`src/rtl/n2_seq_mul8_ctrl.sv`:
```
// n2_seq_mul8_ctrl
// Sequential 8x8 approximate multiplier. One N2 approximate 4x4 core is
// time-shared over four cycles using the recursive split
//   AL*BL + (AH*BL + AL*BH)<<4 + AH*BH<<8
// with the partial products summed exactly in a 16-bit accumulator.
//
// State | meaning
// IDLE  | waiting for an operand pair, in_ready=1
// MUL   | one core evaluation per cycle, step s=0..3
// DONE  | product on p, out_valid=1 until the sink takes it
//
// Ports:
//   clk, rst              clock, synchronous active-high reset
//   in_valid/in_ready/a/b operand handshake (a = multiplicand, b = multiplier)
//   out_valid/out_ready/p result handshake, p = approximate product
//   busy                  high while an operation is in flight (MUL or DONE)
//   op_count              delivered products, wraps at 2^CNT_W
//
// Build option: define N2_EXACT_HH_EN to compute the AH*BH term with an
// exact 4x4 product; the other three terms always use the approximate core.
module n2_seq_mul8_ctrl #(
  parameter int CNT_W = 16
) (
  input  logic             clk,
  input  logic             rst,
  input  logic             in_valid,
  output logic             in_ready,
  input  logic [7:0]       a,
  input  logic [7:0]       b,
  output logic             out_valid,
  input  logic             out_ready,
  output logic [15:0]      p,
  output logic             busy,
  output logic [CNT_W-1:0] op_count
);

  localparam logic [1:0] IDLE = 2'd0;
  localparam logic [1:0] MUL  = 2'd1;
  localparam logic [1:0] DONE = 2'd2;

  logic [1:0]       state_q, state_d;
  logic [1:0]       s_q, s_d;
  logic [7:0]       a_q, a_d;
  logic [7:0]       b_q, b_d;
  logic [15:0]      acc_q, acc_d;
  logic [CNT_W-1:0] cnt_q, cnt_d;

  logic [3:0]  x, y;
  logic [7:0]  core_out;
  logic [7:0]  term;
  logic [3:0]  shift;
  logic [15:0] term_sh;

  // Operand select: s[0] picks the high nibble of a, s[1] the high nibble of b.
  always_comb begin
    x = s_q[0] ? a_q[7:4] : a_q[3:0];
    y = s_q[1] ? b_q[7:4] : b_q[3:0];
    case (s_q)
      2'd0:    shift = 4'd0;
      2'd3:    shift = 4'd8;
      default: shift = 4'd4;
    endcase
  end

  // N2 core: each partial-product column is ORed; the top column x3y3 is
  // split into bits 6/7 depending on x2y2 to recover some of the lost carry.
  always_comb begin
    core_out[0] = x[0] & y[0];
    core_out[1] = (x[0] & y[1]) | (x[1] & y[0]);
    core_out[2] = (x[0] & y[2]) | (x[1] & y[1]) | (x[2] & y[0]);
    core_out[3] = (x[0] & y[3]) | (x[1] & y[2]) | (x[2] & y[1]) | (x[3] & y[0]);
    core_out[4] = (x[1] & y[3]) | (x[2] & y[2]) | (x[3] & y[1]);
    core_out[5] = (x[2] & y[3]) | (x[3] & y[2]);
    core_out[6] = (x[3] & y[3]) & ~(x[2] & y[2]);
    core_out[7] = (x[3] & y[3]) & (x[2] & y[2]);
  end

`ifdef N2_EXACT_HH_EN
  always_comb begin
    if (s_q == 2'd3) begin
      term = {4'b0, x} * {4'b0, y};
    end else begin
      term = core_out;
    end
  end
`else
  always_comb begin
    term = core_out;
  end
`endif

  always_comb begin
    term_sh = {8'b0, term} << shift;
  end

  always_comb begin
    state_d = state_q;
    s_d     = s_q;
    a_d     = a_q;
    b_d     = b_q;
    acc_d   = acc_q;
    cnt_d   = cnt_q;
    case (state_q)
      IDLE: begin
        if (in_valid) begin
          state_d = MUL;
          a_d     = a;
          b_d     = b;
          acc_d   = 16'd0;
          s_d     = 2'd0;
        end
      end
      MUL: begin
        // Partial sums never exceed 63903, so no overflow handling is needed.
        acc_d = acc_q + term_sh;
        s_d   = s_q + 2'd1;
        if (s_q == 2'd3) begin
          state_d = DONE;
        end
      end
      DONE: begin
        if (out_ready) begin
          state_d = IDLE;
          cnt_d   = cnt_q + {{(CNT_W-1){1'b0}}, 1'b1};
        end
      end
      default: begin
        state_d = IDLE;
      end
    endcase
  end

  always_ff @(posedge clk) begin
    if (rst) begin
      state_q <= IDLE;
      s_q     <= 2'd0;
      a_q     <= 8'd0;
      b_q     <= 8'd0;
      acc_q   <= 16'd0;
      cnt_q   <= '0;
    end else begin
      state_q <= state_d;
      s_q     <= s_d;
      a_q     <= a_d;
      b_q     <= b_d;
      acc_q   <= acc_d;
      cnt_q   <= cnt_d;
    end
  end

  assign in_ready  = (state_q == IDLE);
  assign out_valid = (state_q == DONE);
  assign busy      = (state_q != IDLE);
  assign p         = acc_q;
  assign op_count  = cnt_q;

endmodule

```
`config.mk`:
```
export PLATFORM = sky130hd
export DESIGN_NAME = n2_seq_mul8_ctrl
export DESIGN_NICKNAME = d
export VERILOG_FILES = /design/src/rtl/n2_seq_mul8_ctrl.sv
export SDC_FILE = /design/constraint.sdc
export NUM_CORES = 1
export LEC_CHECK = 0
export CORE_MARGIN = 5
export CORE_UTILIZATION = 47
export DETAILED_ROUTE_END_ITERATION = 7
export GPL_TIMING_DRIVEN = 0
export PLACE_DENSITY_LB_ADDON = 0.25
export SETUP_SLACK_MARGIN = 0.3
export SLEW_MARGIN = 20
export SYNTH_ARGS = -nofsm -noshare
export SYNTH_HDL_FRONTEND = slang
export SYNTH_SLANG_ARGS = --single-unit
```
`constraint.sdc`:
```
create_clock -name clk -period 3.2 [get_ports clk]
set_clock_uncertainty 0.05 [all_clocks]
set_input_delay 0.96 -clock clk [delete_from_list [all_inputs] [get_ports clk]]
set_output_delay 0.96 -clock clk [all_outputs]
set_load 0.02 [all_outputs]
```
Yosys cells after proc, flatten, opt, wreduce, memory -nomap -nowiden. Cells that the tools add are included.

Add/sub/neg operators: 3. Equal/unequal tests: 6. Shift operators: 1. Multiplexer cells: 11. Bitwise logic cells: 28. Reduce and logical (&&, ||, !) cells: 8.

Operator list (count): $pmux W16 S2 (1); $and A1 B1 Y1 (18); $add A16 B1 Y16 const B (1); $add A16 B16 Y16 (1); $mux W16 (1); $shl A8 B4 Y16 (1); $or A1 B1 Y1 (9); $mux W2 (4); $mux W4 (2); $pmux W4 S2 (1); $pmux W2 S3 (1); $reduce_and A2 Y1 (3); $eq A2 B2 Y1 const B (2); $logic_not A2 Y1 (2); $ne A2 B2 Y1 const B (2); $pmux W2 S2 (1); $reduce_bool A2 Y1 (2); $reduce_and A3 Y1 (1); $add A2 B1 Y2 const B (1); $eq A2 B1 Y1 const B (1); $ne A2 B1 Y1 const B (1); $not A1 Y1 (1).

Flip-flop bits (word level): 52. Bits of input ports: 20. Output and inout bits: 35. Logic and storage cells: 63.

Longest topological paths before layout.
Depth after elaboration: 8. Mapped depth: 15.

Worst setup path after synthesis. Ideal clock, no wire load.

Path type: reg2reg. From: register s_q[0]. To: register acc_q[14] (netlist: p[14]). Arrival: 3.277 ns. Data required time: 3.049 ns. Setup slack: -0.228 ns. Cell stages (with the launch flop): 14. Buffers on the path: 2. Period minus slack after synthesis: 3.428 ns. Cells stage by stage: dfxtp_1 -> ha_1 -> clkbuf_1 -> clkbuf_1 -> nor3_1 -> ha_1 -> fa_1 -> a21o_1 -> a21oi_1 -> o21bai_1 -> a211o_1 -> and3_1 -> o31a_1 -> o41ai_1.

Longest elaborated chain between the ends: 8.

RTL lines: from (decl) (RTL line 42) `logic [1:0] s_q, s_d;`; from (signal assigned) (RTL line 136) `s_q <= 2'd0;`; from (signal assigned) (RTL line 143) `s_q <= s_d;`; $mux W4 (RTL line 56) `x = s_q[0] ? a_q[7:4] : a_q[3:0];`; $and A1 B1 Y1 (RTL line 71) `core_out[3] = (x[0] & y[3]) | (x[1] & y[2]) | (x[2] & y[1]) | (x[3] & y[0]);`; $or A1 B1 Y1 (3 in a row) (RTL line 71); $shl A8 B4 Y16 (*) (RTL line 93) `term_sh = {8'b0, term} << shift;`; $add A16 B16 Y16 (*) (RTL line 115) `acc_d = acc_q + term_sh;`; $pmux W16 S2 (*) (RTL line 103) `case (state_q)`; to (signal assigned) (RTL line 139) `acc_q <= 16'd0;`; to (signal assigned) (RTL line 146) `acc_q <= acc_d;`; to (decl) (RTL line 45) `logic [15:0] acc_q, acc_d;`.

Mark *: on every way between the ends. The rest lies on a longest branch, timed or not. A chain may end at the register's enable or synchronous reset.

Worst setup path in the final report.
From: register s_q[1]. To: register acc_q[15] (netlist: p[15]).

Longest elaborated chain between the ends: 8.

RTL lines: $mux W4 (RTL line 57) `y = s_q[1] ? b_q[7:4] : b_q[3:0];`; $and A1 B1 Y1 (RTL line 71); $or A1 B1 Y1 (3 in a row) (RTL line 71); $shl A8 B4 Y16 (*) (RTL line 93); $add A16 B16 Y16 (*) (RTL line 115); $pmux W16 S2 (*) (RTL line 103).

Marked as above.

==> out/metrics.yaml <==
drt_iter0_drc: 155
syn_avg_cell_area_um2: 8.29
setup_viol: 2
overflow: 0
dieWidth_um: 89.0
rsz0062_at_grt: "yes"
syn-num-nets: 392
cts_made_buffers: 5
synth_most_common_cell: "nand2_1"
yosys_warnings: 0
drive_gt1_share_pct: 15.3
ios: 55
powerDensity_nw_per_um2: 341
drt-vias-per-instance: 5.57
initial_utilization_pct: 49.0
violations: "setup timing"
synthTopCellsByArea: "dfxtp_1 (35%), ha_1 (7.2%), nand2_1 (6.9%), a21oi_1 (6.5%), xor2_1 (4.2%)"
antennaDiodeCount: 0
timing.hold.ws_ns: 0.443
synth_ff_type: "dfxtp_1"
hold_buffers: 0
antenna_found_initial: 0
route.vias.total: 2778
start_kind: "flip-flop"
cap_violations: 0
die_h_um: 89.0
finalInstanceArea_um2: 4030
fin_crit_ns: 3.32
placed_area_um2: 3700
path_clk_slew_ns: 0.10
status: "finished with violations"
cts_sinks: 52
h-tree-depth: 2
synth_top_area_share_pct: 35.5
grt_pass1_vias: 2732
dp_hpwl_mm: 5.32
drc: 0
ant_nets: 0
grtUsageTotal_pct: 19.0
syn_area_um2: 2940
ir_drop_uv: 241
dr.pass1.iters: 4
synth_top_area_cell: "dfxtp_1"
crit_type: "reg -> reg"
route.final.wire_length_mm: 7.14
fp-row-count: 28
fmax_ghz: 0.301
crit_fanout: 5
portBuffers: 53
worst_slew_pin_slew_ns: 0.985
gp_congestion: 0.844
synthCells: 354
cp.arrival_ns: 3.53
area.growth.synth_to_final_pct: 37.2
hold_viol: 0
root_buffer: "clkbuf_8"
power.leakage_nw: 1.59
grt_max_degree: 18
synth_edf_count: 0
min_path_type: "reg -> reg"
setup_ws_ns: -0.118
routedWlPerCell_um: 14.3
netlist-cell-type-count: 54
grt_pass1_wl_mm: 12.1
ys_ff_latch: 52
end_kind: "flip-flop"
maxSlewHeadroom_pct: 33.8
clkLatencyLatePin_ns: 0.31
cts_tree: "built"
required_ns: 3.41
clockBufferDepth: 2
die-area_um2: 7930
drv_slew: 0
nets: 461
seq_area_frac_synth_pct: 35.5
synthArstFlopShare_pct: 0
fin_crit_sh_pct: 104
core_area_um2: 5990
netlist_top_cells_count: "nand2_1 (54), dfxtp_1 (52), a21oi_1 (38)"
metal layers:
layer | up-vias | global-route usage (%) | share of wire, %
li1 | 1396 | - | -
met1 | 1307 | 23.4 | 46
met2 | 60 | 32.3 | 47
met3 | 15 | 4.42 | 4.6
met4 | 0 | 7.58 | 2.1
met5 | - | 0 | 0
critical path, cell delays in order (launching register included):
cell	delay [ns]
dfxtp_2	0.37
buf_8	0.15
mux2i_4	0.28
o22a_2	0.21
o221ai_4	0.12
buf_4	0.16
a32o_1	0.23
ha_1	0.21
a21o_1	0.20
a21o_1	0.20
o41ai_2	0.37
a21boi_1	0.12
or4b_1	0.51
nand3_1	0.09
area by class of cell:
type / instances / area, um^2
clock buffers: 5 / 68.8
clock inverters: 3 / 46.3
flip-flops and latches: 52 / 1040
repair buffers: 62 / 598
fillers: 483 / 1960
multi-input cells: 278 / 2040
inverters: 6 / 22.5
well taps: 75 / 93.8
plain buffers: 18 / 113
state kept, by name, summed over array words and instances, names as in the netlist:
name / cells
s_q: 2
a_q: 8
state_q: 2
p: 16
b_q: 8
op_count: 16
cells by family (layout without fill, tap and decap cells):
kind of cell | after synthesis | in the layout | synth area share, %
simple gates | 139 | 139 | 22.5
compound gates | 89 | 89 | 20.4
flops | 52 | 52 | 35.5
buf+inv | 24 | 94 | 3.62
xor+xnor | 23 | 23 | 6.86
fa+ha+maj | 18 | 18 | 7.93
mux | 9 | 9 | 3.20
power breakdown:
group	internal (W)	leakage, nW	switching (W)
Clock	0.000237	0.0600	0.000235
Sequential	0.000665	0.423	0.0000168
Combinational	0.000102	1.11	0.000119
final timing paths:
check | from | to | slack [ns] | depth (start not counted)
worst max-delay path | s_q[1] | p[15] | -0.12 | 13
worst min-delay path | b_q[0] | b_q[0] | 0.44 | 2
worst max register to register | s_q[1] | p[15] | -0.12 | 13
worst min register to register | b_q[0] | b_q[0] | 0.44 | 2
timing repair:
action / CTS / global route
endpoints found under the setup margin: 9 / 9
pin swaps: 8 / 1
setup buffers: 6 / 3
resized for setup: 17 / 11
cell usage in the layout (no fill, tap or decap), types with 2 or more instances in the layout:
cell and instances:
nor2b_1 3, o21ai_2 3, o41ai_2 2, nor2_1 23
dfxtp_2 2, a32o_1 2, clkbuf_1 11, buf_8 2
o22a_1 2, a211oi_1 2, buf_4 9, o22ai_1 3
and3_4 2, mux2i_4 8, a21o_1 9, ha_1 13
xnor2_1 9, and2_1 6, o21ai_0 3, dfxtp_1 50
a22o_1 7, nand3_1 19, nand2b_1 4, nor3_1 5
or2_1 2, clkdlybuf4s50_1 53, clkbuf_8 7, and3_1 6
a21oi_2 6, inv_1 6, ha_4 3, or3_1 3
nand2_1 54, nor3b_2 2, o21a_1 2, a21oi_1 32
xor2_1 14
per-stage QoR:
stage | instances | setup WS [ns] | utilization [%] | total power (W) | TNS (ns)
4_1_cts | 496 | -0.104 | 65.9 | 0.00138 | -0.112
2_1_floorplan | 354 | 0.186 | - | 0.000830 | 0
6_report | 499 | -0.118 | 67.2 | 0.00137 | -0.141
3_3_place_gp | 482 | -0.121 | 61.8 | 0.000892 | -0.221
5_1_grt | 499 | -0.298 | 67.2 | 0.00144 | -0.587
3_5_place_dp | 482 | -0.166 | 61.8 | 0.000896 | -0.379
No activity file was read; power rests on OpenSTA's default activity.
